### src/rtl/duck_flight_ctrl.sv
// duck_flight_ctrl: bird-side responder to the game control FSM. Spawns a duck on release,
// moves it once per frame with wall bounces, hit-tests trigger pulls and reports exactly one
// outcome (shot or flew away) per release.
//
// Ports:
//   CLK, RESET            system clock, synchronous active-low reset
//   frame_tick            one-cycle pulse per video frame; gates all motion and frame counting
//   release_bird          one-cycle spawn command, ignored while busy
//   shot, aim_x, aim_y    trigger pulse and crosshair position sampled with it
//   duck_x, duck_y        duck box top-left corner
//   duck_visible          duck is drawn
//   duck_state            0 idle, 1 fly, 2 hit pause, 3 fall, 4 escape
//   dx_right              horizontal direction, for sprite flip
//   bird_shot, flew_away  one-cycle outcome pulses
//   busy                  not idle
module duck_flight_ctrl #(
  parameter int unsigned SCREEN_W      = 640,
  parameter int unsigned SCREEN_H      = 480,
  parameter int unsigned DUCK_SIZE     = 32,
  parameter int unsigned GROUND_Y      = 400,
  parameter int unsigned FLY_SPEED     = 2,
  parameter int unsigned FALL_SPEED    = 4,
  parameter int unsigned ESC_SPEED     = 4,
  parameter int unsigned ESCAPE_FRAMES = 300,
  parameter int unsigned PAUSE_FRAMES  = 30
) (
  input  logic       CLK,
  input  logic       RESET,
  input  logic       frame_tick,
  input  logic       release_bird,
  input  logic       shot,
  input  logic [9:0] aim_x,
  input  logic [9:0] aim_y,
  output logic [9:0] duck_x,
  output logic [9:0] duck_y,
  output logic       duck_visible,
  output logic [2:0] duck_state,
  output logic       dx_right,
  output logic       bird_shot,
  output logic       flew_away,
  output logic       busy
);

  typedef enum logic [2:0] {
    StIdle     = 3'd0,
    StFly      = 3'd1,
    StHitPause = 3'd2,
    StFall     = 3'd3,
    StEscape   = 3'd4
  } state_e;

  localparam logic [9:0] XMax      = 10'(SCREEN_W - DUCK_SIZE);
  localparam logic [9:0] YMax      = 10'(GROUND_Y - DUCK_SIZE);
  localparam logic [9:0] ScreenW   = 10'(SCREEN_W);
  localparam logic [9:0] ScreenH   = 10'(SCREEN_H);
  localparam logic [9:0] DuckSize  = 10'(DUCK_SIZE);
  localparam logic [9:0] FlyStep   = 10'(FLY_SPEED);
  localparam logic [9:0] FallStep  = 10'(FALL_SPEED);
  localparam logic [9:0] EscStep   = 10'(ESC_SPEED);
  localparam logic [9:0] SpawnX    = 10'd64;
  localparam logic [8:0] EscLast   = 9'(ESCAPE_FRAMES - 1);
  localparam logic [8:0] PauseLast = 9'(PAUSE_FRAMES - 1);
  localparam logic [9:0] LfsrSeed  = 10'h2A5;

  state_e     state_q, state_d;
  logic [9:0] x_q, x_d;
  logic [9:0] y_q, y_d;
  logic       dx_q, dx_d;
  logic       up_q, up_d;
  logic [8:0] cnt_q, cnt_d;
  logic [9:0] lfsr_q, lfsr_d;
  logic       bird_shot_q, bird_shot_d;
  logic       flew_away_q, flew_away_d;

  logic       in_x, in_y, hit;

  // x^10 + x^7 + 1, maximal length, so a non-zero seed never reaches all-zero.
  assign lfsr_d = {lfsr_q[8:0], lfsr_q[9] ^ lfsr_q[6]};

  // Box test on the registered position; 11-bit upper bound so x+SIZE cannot wrap.
  assign in_x = (aim_x >= x_q) && ({1'b0, aim_x} < ({1'b0, x_q} + {1'b0, DuckSize}));
  assign in_y = (aim_y >= y_q) && ({1'b0, aim_y} < ({1'b0, y_q} + {1'b0, DuckSize}));
  // An off-screen crosshair never scores.
  assign hit  = shot && (state_q == StFly) && in_x && in_y &&
                (aim_x < ScreenW) && (aim_y < ScreenH);

  always_ff @(posedge CLK) begin
    if (!RESET) begin
      state_q     <= StIdle;
      x_q         <= '0;
      y_q         <= '0;
      dx_q        <= 1'b0;
      up_q        <= 1'b0;
      cnt_q       <= '0;
      lfsr_q      <= LfsrSeed;
      bird_shot_q <= 1'b0;
      flew_away_q <= 1'b0;
    end else begin
      state_q     <= state_d;
      x_q         <= x_d;
      y_q         <= y_d;
      dx_q        <= dx_d;
      up_q        <= up_d;
      cnt_q       <= cnt_d;
      lfsr_q      <= lfsr_d;
      bird_shot_q <= bird_shot_d;
      flew_away_q <= flew_away_d;
    end
  end

  always_comb begin
    state_d     = state_q;
    x_d         = x_q;
    y_d         = y_q;
    dx_d        = dx_q;
    up_d        = up_q;
    cnt_d       = cnt_q;
    bird_shot_d = 1'b0;
    flew_away_d = 1'b0;
    unique case (state_q)
      StIdle: begin
        if (release_bird) begin
          state_d = StFly;
          x_d     = SpawnX + {1'b0, lfsr_q[8:0]};
          y_d     = YMax;
          dx_d    = lfsr_q[9];
          up_d    = 1'b1;
          cnt_d   = '0;
        end
      end
      StFly: begin
        // A hit freezes the duck and pre-empts both motion and the escape timeout.
        if (hit) begin
          state_d     = StHitPause;
          cnt_d       = '0;
          bird_shot_d = 1'b1;
        end else if (frame_tick) begin
          // Touching either side wall counts as a bounce.
          if (dx_q) begin
            if (({1'b0, x_q} + {1'b0, FlyStep}) >= {1'b0, XMax}) begin
              x_d  = XMax;
              dx_d = 1'b0;
            end else begin
              x_d = x_q + FlyStep;
            end
          end else begin
            if (x_q <= FlyStep) begin
              x_d  = '0;
              dx_d = 1'b1;
            end else begin
              x_d = x_q - FlyStep;
            end
          end
          if (up_q) begin
            if (y_q < FlyStep) begin
              y_d  = '0;
              up_d = 1'b0;
            end else begin
              y_d = y_q - FlyStep;
            end
          end else begin
            if (({1'b0, y_q} + {1'b0, FlyStep}) > {1'b0, YMax}) begin
              y_d  = YMax;
              up_d = 1'b1;
            end else begin
              y_d = y_q + FlyStep;
            end
          end
          if (cnt_q == EscLast) begin
            state_d = StEscape;
            cnt_d   = '0;
          end else begin
            cnt_d = cnt_q + 9'd1;
          end
        end
      end
      StHitPause: begin
        if (frame_tick) begin
          if (cnt_q == PauseLast) begin
            state_d = StFall;
            cnt_d   = '0;
          end else begin
            cnt_d = cnt_q + 9'd1;
          end
        end
      end
      StFall: begin
        if (frame_tick) begin
          if (({1'b0, y_q} + {1'b0, FallStep}) >= {1'b0, YMax}) begin
            y_d     = YMax;
            state_d = StIdle;
          end else begin
            y_d = y_q + FallStep;
          end
        end
      end
      StEscape: begin
        if (frame_tick) begin
          if (y_q < EscStep) begin
            y_d         = '0;
            state_d     = StIdle;
            flew_away_d = 1'b1;
          end else begin
            y_d = y_q - EscStep;
          end
        end
      end
      default: state_d = StIdle;
    endcase
  end

  always_comb begin
    duck_x       = x_q;
    duck_y       = y_q;
    dx_right     = dx_q;
    duck_state   = state_q;
    busy         = (state_q != StIdle);
    duck_visible = (state_q != StIdle);
    bird_shot    = bird_shot_q;
    flew_away    = flew_away_q;
  end

endmodule

### config.mk
export PLATFORM = sky130hd
export DESIGN_NAME = duck_flight_ctrl
export DESIGN_NICKNAME = d
export VERILOG_FILES = /design/src/rtl/duck_flight_ctrl.sv
export SDC_FILE = /design/constraint.sdc
export NUM_CORES = 1
export LEC_CHECK = 0
export CAP_MARGIN = 20
export CORE_MARGIN = 3
export CORE_UTILIZATION = 60
export CTS_CLUSTER_DIAMETER = 60
export DETAILED_ROUTE_END_ITERATION = 12
export GPL_TIMING_DRIVEN = 1
export PLACE_DENSITY = 0.91
export SLEW_MARGIN = 20
export SYNTH_ARGS = -nofsm -noshare
export SYNTH_HDL_FRONTEND = slang
export SYNTH_SLANG_ARGS = --single-unit
### constraint.sdc
create_clock -name CLK -period 5.4 [get_ports CLK]
set_input_delay 1.62 -clock CLK [delete_from_list [all_inputs] [get_ports CLK]]
set_output_delay 1.62 -clock CLK [all_outputs]
set_load 0.01 [all_outputs]
# Yosys cells after proc, flatten, opt, wreduce, memory -nomap -nowiden

Index checks and enable logic that the tools add are counted.

Input bits: 25
Output and inout port bits: 28
Register bits after elaboration: 46

Reduce and logical (&&, ||, !) cells: 18
Bitwise logic cells: 1
Multiplexer cells: 52
Eq/ne operators: 17
Add/subtract/negate cells: 13
Order comparisons: 12

Operators with widths:

| operator                                                        | number |
|---|---|
| 2-to-1 mux 10 bit                                               | 16 |
| 2-to-1 mux 9 bit                                                | 6 |
| one-hot mux 10 bit (4 select lines)                             | 1 |
| 2-to-1 mux 3 bit                                                | 10 |
| one-hot mux 9 bit (3 select lines)                              | 1 |
| adder 10 x 2 -> 11 bit, second input constant                   | 2 |
| adder 10 x 6 -> 11 bit, second input constant                   | 2 |
| < comparator 10 x 11 -> 1 bit                                   | 2 |
| adder 10 x 2 -> 10 bit, second input constant                   | 2 |
| >= comparator 10 bit                                            | 2 |
| one-hot mux 10 bit (2 select lines)                             | 1 |
| subtractor 10 x 2 -> 10 bit, second input constant              | 2 |
| != test 2 bit, second input constant                            | 9 |
| one-hot mux 3 bit (5 select lines)                              | 1 |
| 2-to-1 mux 1 bit                                                | 14 |
| adder 10 x 3 -> 11 bit, second input constant                   | 1 |
| >= comparator 11 x 10 -> 1 bit, second input constant           | 1 |
| >= comparator 11 x 9 -> 1 bit, second input constant            | 1 |
| > comparator 11 x 9 -> 1 bit, second input constant             | 1 |
| adder 10 x 3 -> 10 bit, second input constant                   | 1 |
| adder 7 x 9 -> 10 bit, first input constant                     | 1 |
| less-or-equal comparator 10 x 2 -> 1 bit, second input constant | 1 |
| < comparator 10 bit, second input constant                      | 1 |
| < comparator 10 x 2 -> 1 bit, second input constant             | 1 |
| 23 further kinds                                                | 33 |

# Logic depth before layout (Yosys ltp)

Gate-level depths: netlist (run 1).

Word-level depth: 9
Mapped depth: 15
Depth with buffers taken out: 12

# Least setup slack after synthesis (run 1)

No wires, ideal clock.

Path kind: input port to flip-flop
Start point: input aim_x[0]
End point: register x_q[0], in the netlist duck_x[0]
Required time: 5.279 ns
Buffers on the path: 1
Stages on the path: 11
Slack: 1.676 ns
Data arrival time: 3.602 ns
Setup time: 0.121 ns
Cells stage by stage: inv_1 -> ha_1 -> or3b_1 -> o2111ai_1 -> a21oi_1 -> or3_1 -> nand4_1 -> buf_4 -> nand2_1 -> o311ai_1 -> nand2_1

Cells in the longest elaborated chain, start to end: 8
Elaborated cells on any way between the ends: 10
Those cells by class: order compare (3); eq/ne (1); reduce/logical (6)

Ends and longest elaborated chain:

| element                                                               | RTL line | RTL |
|---|---|---|
| start, declared                                                       | 32       | `input logic [9:0] aim_x,` |
| < comparator 10 x 11 -> 1 bit or >= comparator 10 bit (tied branches) | 81       | `assign in_x = (aim_x >= x_q) && ({1'b0, aim_x} < ({1'b0, x_q} + {1'b0, DuckSize}));` |
| logical AND 1 bit                                                     | 81       |  |
| logical AND 1 bit (2 in a row)                                        | 84       | `assign hit = shot && (state_q == StFly) && in_x && in_y &&` |
| logical AND 1 bit (*)                                                 | 84       |  |
| logical AND 1 bit (*)                                                 | 85       | `(aim_x < ScreenW) && (aim_y < ScreenH);` |
| != test 2 bit (no source line) (*)                                    | --       |  |
| AND reduction 4 bit (no source line) (*)                              | --       |  |
| end signal, assigned                                                  | 90       | `x_q <= '0;` |
| end signal, assigned                                                  | 100      | `x_q <= x_d;` |
| end, declared                                                         | 66       | `logic [9:0] x_q, x_d;` |

Mark *: on every way between the ends. The rest lies on a longest branch, timed or not.
A chain may end at the register's enable or synchronous reset.

# Worst setup path after layout (run 1)

Start point: input aim_x[9]
End point: register cnt_q[1]

Cells in the longest elaborated chain, start to end: 8
Elaborated cells on any way between the ends: 12
Those cells by class: order compare (3); eq/ne (1); mux (2); reduce/logical (6)

Ends and longest elaborated chain:

| element                                                                                    | RTL line | RTL |
|---|---|---|
| < comparator 10 x 11 -> 1 bit or >= comparator 10 bit (tied branches)                      | 81       |  |
| logical AND 1 bit                                                                          | 81       |  |
| logical AND 1 bit (2 in a row)                                                             | 84       |  |
| logical AND 1 bit (*)                                                                      | 84       |  |
| logical AND 1 bit (*)                                                                      | 85       |  |
| != test 3 bit (no source line) or 2-to-1 mux 9 bit (tied branches)                         | --       |  |
| AND reduction 4 bit (no source line) or one-hot mux 9 bit (3 select lines) (tied branches) | --       |  |
| end signal, assigned                                                                       | 104      | `cnt_q <= cnt_d;` |
| end, declared                                                                              | 70       | `logic [8:0] cnt_q, cnt_d;` |

Marks and branches as above.

==> results of run 1 <==
==> stage by stage <==
step | area [sq um] | total power [mW] | setup WS (ps) | cells
floorplan | 4372 | 1.518 | 1676 | 588
global placement | 4838 | 1.858 | 790.4 | 701
detailed placement | 4838 | 1.911 | 737.7 | 701
CTS | 4957 | 2.201 | 1019 | 709
global route | 4957 | 2.401 | 827.2 | 709
finish | 4957 | 2.248 | 934.7 | 709
==> layout make-up <==
cell class	instances	area [sq um]	share of cell area
clock inverter	3	50.05	0.01010
inverter	34	127.6	0.02574
timing repair buffer	53	523.0	0.1055
tap	96	120.1	0.02423
clock buffer	5	68.82	0.01388
sequential	45	900.9	0.1817
multi-input combinational	473	3167	0.6388
==> logic make-up after synthesis <==
kind of cell               Yosys count  synth area share
and+or+nand+nor                    220            0.2604
AOI/OAI and AO/OA                  181            0.2785
buffers and inverters               70           0.06955
DFF                                 45            0.2061
adders and majority gates           44            0.1259
xor gates and xnor gates            21           0.04207
muxes                                6           0.01660
other                                1         0.0008578
==> layout by cell type, fill, tap and decap left out, types with 9 or more instances in the layout <==
cell type        instances
nand2_1                 52
clkdlybuf4s50_1         50
nor2_1                  48
dfxtp_1                 45
ha_1                    44
a21oi_1                 43
o21ai_0                 40
inv_1                   30
nand3_1                 23
xnor2_1                 19
and3_1                  14
o211ai_1                13
and2_1                  12
nand4_1                 11
nor3_1                  11
nand2b_1                 9
a211oi_1                 9
==> flip-flops by register name, summed over array words and instances, names as in the netlist <==
register    cells
dx_right        1
duck_y          9
cnt_q           9
lfsr_q         10
duck_x         10
flew_away       1
up_q            1
bird_shot       1
duck_state      3
==> worst max-delay path by stage <==
stage | startpoint | end | slack [ps] | cells past startpoint
2_1_floorplan | aim_x[0] | duck_x[0]$_SDFFE_PN0P_ | 1680 | 11
3_3_place_gp | aim_x[0] | duck_x[7]$_SDFFE_PN0P_ | 790 | 11
3_5_place_dp | aim_x[0] | duck_x[7]$_SDFFE_PN0P_ | 740 | 11
4_1_cts | aim_x[9] | cnt_q[1]$_SDFFE_PN0P_ | 1020 | 11
5_1_grt | aim_x[0] | duck_x[7]$_SDFFE_PN0P_ | 830 | 11
6_report | aim_x[9] | cnt_q[1]$_SDFFE_PN0P_ | 930 | 11
==> worst reg2reg max path, delay by kind of cell (launching register included) <==
family / cells / cell delay, ps
buf+inv: 3 / 710
simple gates: 3 / 1210
compound gates: 3 / 560
fa+ha+maj: 2 / 570
flops: 1 / 690
==> report_power, final <==
group,internal (mW),switching [mW],total [mW]
Sequential,0.398,0.209,0.606
Combinational,0.575,0.783,1.36
Clock,0.142,0.142,0.284
==> layer usage <==
layer | share of wire | up-vias | global-route usage
met3 | 0.094 | 54 | 0.05882
met4 | 0.030 | 0 | 0.1055
met1 | 0.41 | 2217 | 0.4091
met2 | 0.46 | 303 | 0.4948
met5 | 0 | - | 0
li1 | - | 2219 | -
==> flow_summary.yaml, run 1 <==
run_status:
  status: "complete, no violations"
clock_tree:
  cts_buffers: 5
  clk_path_buf_depth: 2
  cts_root_buffer: "clkbuf_8"
  post_cts_buffers: 0
  clkLatencyLatePin_ps: 320
  htreeDepth: 2
  postCtsHoldBufs: 0
  cts.sinks: 45
  post_cts_resized: 0
  clk_pin_slew_worst_paths_ps: 100
  cts_tree: "built"
synth:
  synth_edf_count: 0
  synth_most_common_cell: "nand2_1"
  syn_inst: 588
  yosysSeqAreaShare: 0.2061
  synth_fp_nets: 657
  synthFlopType: "dfxtp_1"
  synth_area_leader_cell: "dfxtp_1"
  synth_top_cell_area_share: 0.2061
  synth_area_sq_um: 4372
  ys_ff_latch: 45
  netlist_top_cells_area: "dfxtp_1, ha_1, a21oi_1"
  synth_common_cells: "nand2_1, nor2_1, dfxtp_1"
  synth.distinct_cells: 77
  syn_avg_cell_area_sq_um: 7.435
  yosysWarnings: 0
  async_flop_share: 0
routing:
  via_count: 4793
  wl_per_cell_microns: 18.45
  drtAntennaViolNets: 0
  drt-total-wl_microns: 13080
  drtIter0Drc: 549
  drc: 0
  drt-pass1-iter-count: 8
  vias_per_cell: 6.760
worst_setup_path:
  rr_endpoint: "cnt_q[1]$_SDFFE_PN0P_"
  crit_top_cell: "nand4_1"
  worstSetupStartpointType: "primary input"
  rr_worst_depth: 11
  crit_fanout: 7
  critical_path_class: "primary input to flip-flop"
  r2r-start: "duck_y[5]$_SDFFE_PN0P_"
  critPathTopFamily: "simple AND/OR/NAND/NOR gates"
  crit_chain: "clkdlybuf4s50_1 -> ha_1 -> nor2_1 -> nor4b_1 -> nand4_1 -> nor4bb_1 -> nand4_1 -> buf_4 -> a21o_1 -> or3_1 -> a21oi_1"
  crit_required_ps: 5650
  timing.reg2reg.setup_slack_ps: 1590
  cp_slowest_stage_delay_ps: 450
  critPathArrivalTime_ps: 4710
  cp_slowest_cell: "clkdlybuf4s50_1"
  path_buf_inv: 2
  cp-end-kind: "flip-flop"
global_routing:
  grt_pass1_vias: 4561
  grt_usage: 0.3070
  grt_overflow: 0
  antenna_found_initial: 0
  grt_max_degree: 28
  grt_pass1_wl_microns: 21490
timing:
  report.final.setup_viol: 0
  period_needed_ps: 4465
  tightest_slew_ps: 903.7
  setup_tns_ps: 0
  hold_ws_ps: 464.4
  finalClockSkew_ps: 7.400
  period_share: 0.8269
  hold_viol: 0
  max-slew-margin-rel: 0.3972
  fmax_ghz: 0.2239
  drv_slew: 0
  rsz0062_at_grt: "false"
pwr:
  vdd_drop_max_v: 0.0002626
  total_leakage_power_nw: 1.942
  power_density_nw_per_um2: 453.5
layout:
  nets: 681
  final_core_util: 0.7139
  area_delta_synth_final_pct: 13.39
  drive_above_1_share: 0.03915
  insertedDiodeCount: 0
  num-fill-cells: 583
hold_path:
  min_to: "lfsr_q[4]$_SDFF_PN0_"
  hold_path_startpoint: "lfsr_q[3]$_SDFF_PN0_"
  hold_path_depth: 1
  hold_path_class: "flip-flop to flip-flop"
floorplanning:
  core_area_sq_um: 6944
  io-pin-count: 53
  die_w_microns: 91.36
  row_count: 30
  die_h_microns: 91.36
  start_util: 0.6295
  die_area_sq_um: 8347
place:
  port_buffers: 50
  dp_hpwl_microns: 9533
  place_congestion: 0.9274
flow_run:
  maxCapViolCount: 0
No activity file was read; power rests on OpenSTA's default activity.
==> run 2: changes to the inputs <==
- CORE_UTILIZATION: 60 -> 57
- PLACE_DENSITY: 0.91 -> 0.87
- clock period: 5.4 -> 4.2 ns (I/O delays scaled with it)
==> run 2 against run 1 <==
Combinational power grew 34%. Via count is 2.0% lower. Largest cell class unchanged. Die area up 4.9%. Sequential power up 21%. Cell count up 2.4%. Clock skew rose by 5.2 ps. Critical path depth is 1 higher.
==> flow_summary.yaml, run 2 (synthesis results as in run 1) <==
floorplanning:
  core_area_sq_um: 7331
  die_area_sq_um: 8756
  start_util: 0.5963
  die_w_microns: 93.58
  io-pin-count: 53
  row_count: 31
  die_h_microns: 93.58
layout:
  nets: 695
  insertedDiodeCount: 0
  final_cell_area_sq_um: 5041
  drive_above_1_share: 0.06061
  area_delta_synth_final_pct: 15.31
  multi_input_area_sq_um: 3167
  final_cell_mix: "nand2_1, clkdlybuf4s50_1, nor2_1"
  num-fill-cells: 614
  ff_latch_area_sq_um: 900.9
  final_common_cell: "nand2_1"
pwr:
  total_leakage_power_nw: 1.994
  vdd_drop_max_v: 0.0002946
  power_density_nw_per_um2: 562.9
global_routing:
  grt_overflow: 0
  antenna_found_initial: 0
  grt_max_degree: 27
  grt_usage: 0.2824
  grt_pass1_vias: 4297
  grt_pass1_wl_microns: 20210
place:
  place_ws_ps: -10.60
  dp_hpwl_microns: 9361
  port_buffers: 50
  place_congestion: 0.9625
  place_area_sq_um: 4947
clock_tree:
  htreeDepth: 2
  cts_tree: "built"
  postCtsHoldBufs: 0
  cts_root_buffer: "clkbuf_8"
  clk_path_buf_depth: 2
  cts.sinks: 45
  cts_buffers: 5
  post_cts_resized: 0
  clk_pin_slew_worst_paths_ps: 100
  clkLatencyLatePin_ps: 310
  post_cts_buffers: 0
routing:
  drtAntennaViolNets: 0
  drc: 0
  drt-pass1-iter-count: 8
  drtIter0Drc: 447
  wl_per_cell_microns: 16.90
  via_count: 4699
  drt-total-wl_microns: 12270
  vias_per_cell: 6.472
run_status:
  status: "complete, no violations"
worst_setup_path:
  worstSetupStartpointType: "primary input"
  crit_required_ps: 4400
  critical_path_class: "primary input to flip-flop"
  cp-end-kind: "flip-flop"
  crit_fanout: 9
  critPathArrivalTime_ps: 4160
timing:
  tightest_slew_ps: 691.6
  max-slew-margin-rel: 0.5378
  period_share: 0.9433
  hold_viol: 0
  report.final.setup_viol: 0
  setup_ws_ps: 238.2
  rsz0062_at_grt: "false"
  period_needed_ps: 3962
  drv_slew: 0
  finalClockSkew_ps: 12.62
  fmax_ghz: 0.2524
hold_path:
  hold_path_class: "flip-flop to flip-flop"
flow_run:
  maxCapViolCount: 0
==> run 2: changes by cell type in the layout (fill, tap and decap cells not counted), sizes merged <==
cell      before  now
clkinvlp       0    1
bufinv         1    0
buf            3   17
==> run 2: final timing paths <==
| path | slack, ps | from | to | cells past startpoint |
|---|---|---|---|---|
| worst max-delay path | 240 | aim_x[0] | duck_y[7]$_SDFFE_PN0P_ | 12 |
| worst min-delay path | 450 | lfsr_q[1]$_SDFF_PN0_ | lfsr_q[2]$_SDFF_PN1_ | 1 |
| worst max register to register | 830 | duck_x[5]$_SDFFE_PN0P_ | duck_y[8]$_SDFFE_PN0P_ | 14 |
| worst min register to register | 450 | lfsr_q[1]$_SDFF_PN0_ | lfsr_q[2]$_SDFF_PN1_ | 1 |
==> run 2: metrics by stage <==
step	utilization	cells	total power [mW]	hold WS [ps]	TNS, ps
2_1_floorplan	-	588	1.952	411.2	0
3_3_place_gp	0.6749	718	2.454	420.8	0
3_5_place_dp	0.6749	718	2.507	432.2	-10.60
4_1_cts	0.6877	726	2.799	456.5	0
5_1_grt	0.6877	726	3.076	489.4	0
6_report	0.6877	726	2.838	448.3	0
==> run 2: layout make-up <==
type                            count  area share
Clock buffer                        5     0.01365
Clock inverter                      3    0.004964
Inverter                           34     0.02532
Multi-Input combinational cell    473      0.6282
Sequential cell                    45      0.1787
Tap cell                           99     0.02457
Timing Repair Buffer               67      0.1246
==> run 2: critical path: stages <==
cell and delay [ps]:
clkdlybuf4s50_1 450, inv_1 40, ha_1 280, or3b_1 380, o2111ai_1 110, a21oi_1 90
or3_1 410, nand4_1 260, buf_4 200, nand2_1 250, o31ai_1 320, a21oi_1 90
==> run 2: layer usage <==
metal  share of wire  routed length (microns)  global-route usage  vias to the layer above
met5               0                        0                   0                        -
met2            0.46                     5623              0.4503                      221
li1                -                        -                   -                     2248
met1            0.44                     5360              0.3819                     2206
met4           0.019                      237             0.08905                        0
met3           0.085                     1046             0.05792                       24
==> run 2: report_power, final <==
group / total (mW) / leakage, nW / switching (mW) / internal (mW)
clock network: 0.288 / 0.0447 / 0.168 / 0.120
registers: 0.733 / 0.370 / 0.221 / 0.511
logic: 1.82 / 1.58 / 1.02 / 0.796
total: 2.84 / 1.99 / 1.41 / 1.43
==> run 3: changes to the inputs <==
- clock period: 4.2 -> 3.75 ns (I/O delays scaled with it)
==> run 3 against run 2 <==
Sequential share of layout area down 0.67 points. Sequential power up 3.5%. Register-to-register slack worse by 240 ps. Largest cell class unchanged. Largest power group unchanged.
==> flow_summary.yaml, run 3 (synthesis results as in run 1) <==
layout:
  final_common_cell: "nand2_1"
  final_cell_mix: "nand2_1, clkdlybuf4s50_1, nor2_1"
  area_delta_synth_final_pct: 19.83
  drive_above_1_share: 0.09034
  final_core_util: 0.7146
  nets: 710
  final_cell_area_sq_um: 5239
worst_setup_path:
  critPathArrivalTime_ps: 3790
  timing.reg2reg.setup_slack_ps: 590
  critical_path_class: "primary input to flip-flop"
  worstSetupStartpointType: "primary input"
  r2r-start: "duck_x[7]$_SDFFE_PN0P_"
  cp-end-kind: "flip-flop"
  rr_worst_depth: 10
  crit_fanout: 9
  crit_required_ps: 3940
  rr_endpoint: "cnt_q[4]$_SDFFE_PN0P_"
routing:
  vias_per_cell: 6.450
  wl_per_cell_microns: 17.65
  drt-pass1-iter-count: 6
  drc: 0
  via_count: 4786
  drt-total-wl_microns: 13100
  drtIter0Drc: 546
  drtAntennaViolNets: 0
clock_tree:
  clk_path_buf_depth: 2
  postCtsHoldBufs: 0
  htreeDepth: 2
  clk_pin_slew_worst_paths_ps: 100
  cts_buffers: 5
  cts.sinks: 45
  clkLatencyLatePin_ps: 300
  cts_root_buffer: "clkbuf_8"
  cts_tree: "built"
global_routing:
  grt_pass1_vias: 4593
  grt_max_degree: 27
  grt_overflow: 0
  grt_usage: 0.3021
  grt_pass1_wl_microns: 21560
  antenna_found_initial: 0
timing:
  setup_ws_ps: 151.2
  report.final.setup_viol: 0
  drv_slew: 0
  hold_ws_ps: 465.2
  tightest_slew_ps: 744.6
  hold_viol: 0
  finalClockSkew_ps: 6.260
  period_share: 0.9597
  period_needed_ps: 3599
  max-slew-margin-rel: 0.5024
  fmax_ghz: 0.2779
floorplanning:
  start_util: 0.5963
  die_h_microns: 93.58
  row_count: 31
  die_w_microns: 93.58
  core_area_sq_um: 7331
  die_area_sq_um: 8756
  io-pin-count: 53
hold_path:
  hold_path_class: "flip-flop to flip-flop"
  min_to: "lfsr_q[3]$_SDFF_PN0_"
  hold_path_startpoint: "lfsr_q[2]$_SDFF_PN1_"
  hold_path_depth: 1
pwr:
  vdd_drop_max_v: 0.0004684
  switchingPower_mw: 1.642
  clock_power_share: 0.132
  power_density_nw_per_um2: 658.1
  power_switching_share: 0.4763
  cell_internal_pwr_mw: 1.805
  pwr-share-comb: 0.648
  power_frac_seq: 0.220
  total_leakage_power_nw: 2.107
place:
  place_ws_ps: -337.6
  place_area_sq_um: 5065
  dp_hpwl_microns: 9811
  port_buffers: 50
  place_congestion: 0.9059
flow_run:
  maxCapViolCount: 0
run_status:
  status: "complete, no violations"
[run 3: worst max-delay path: stages]
cell,delay (ps)
clkdlybuf4s50_1,450
inv_1,40
ha_1,270
or3b_1,370
o2111ai_1,120
a21oi_1,90
or3_4,400
nand4_1,170
buf_6,170
nand2_1,60
buf_4,180
o31ai_1,240
a21oi_1,90
[run 3: routing by layer]
metal | wire length, microns | share of wire | GRT usage | up-vias
li1 | - | - | - | 2282
met1 | 5490 | 0.42 | 0.4036 | 2208
met2 | 6088 | 0.46 | 0.4884 | 249
met3 | 1080 | 0.082 | 0.04023 | 47
met4 | 437 | 0.033 | 0.1264 | 0
met5 | 0 | 0 | 0 | -
[run 3: per-stage QoR]
step	total power [mW]	setup TNS (ps)	cells
final	3.447	0	742
after global routing	3.709	-3.878	741
after CTS	3.376	0	740
after detailed placement	2.905	-4840	732
after global placement	2.811	-3095	732
after floorplan	2.186	0	588
[run 3: power groups by stage]
| stage | Combinational [mW] | Sequential [mW] | Clock (mW) |
|---|---|---|---|
| after floorplan | 1.48 | 0.706 | 0 |
| after global placement | 2.06 | 0.753 | 0 |
| after detailed placement | 2.14 | 0.762 | 0 |
| after CTS | 2.17 | 0.751 | 0.456 |
| after global routing | 2.46 | 0.777 | 0.471 |
| final | 2.23 | 0.759 | 0.455 |
[run 3: worst max-delay path by stage]
stage                   from                endpoint  slack (ps)  cells past startpoint
floorplan           aim_x[0]  duck_x[0]$_SDFFE_PN0P_         520                     11
global placement    aim_x[0]       up_q$_SDFFE_PN0P_        -240                     12
detailed placement  aim_x[0]       up_q$_SDFFE_PN0P_        -340                     12
CTS                 aim_x[0]  duck_y[7]$_SDFFE_PN0P_          60                     13
global route        aim_x[0]  duck_y[7]$_SDFFE_PN0P_          -4                     13
finish              aim_x[0]  duck_y[7]$_SDFFE_PN0P_         150                     13
[run 3: final cells by class]
| class | instances | area, sq um |
|---|---|---|
| diodes | 1 | 2.502 |
| clock buffers | 5 | 68.82 |
| clock inverters | 3 | 68.82 |
| fillers | 577 | 2092 |
| inverters | 34 | 127.6 |
| multi-input cells | 473 | 3189 |
| flip-flops and latches | 45 | 900.9 |
| well taps | 99 | 123.9 |
| repair buffers | 82 | 757.0 |
[run 3: repair_timing]
action                                  in CTS  in global routing
gates resized for setup                      1                  7
cloned                                       0                  0
pin swaps                                    0                  1
endpoints found under the setup margin       1                 13
setup buffers                                0                  1
hold endpoints to repair                     0                  0
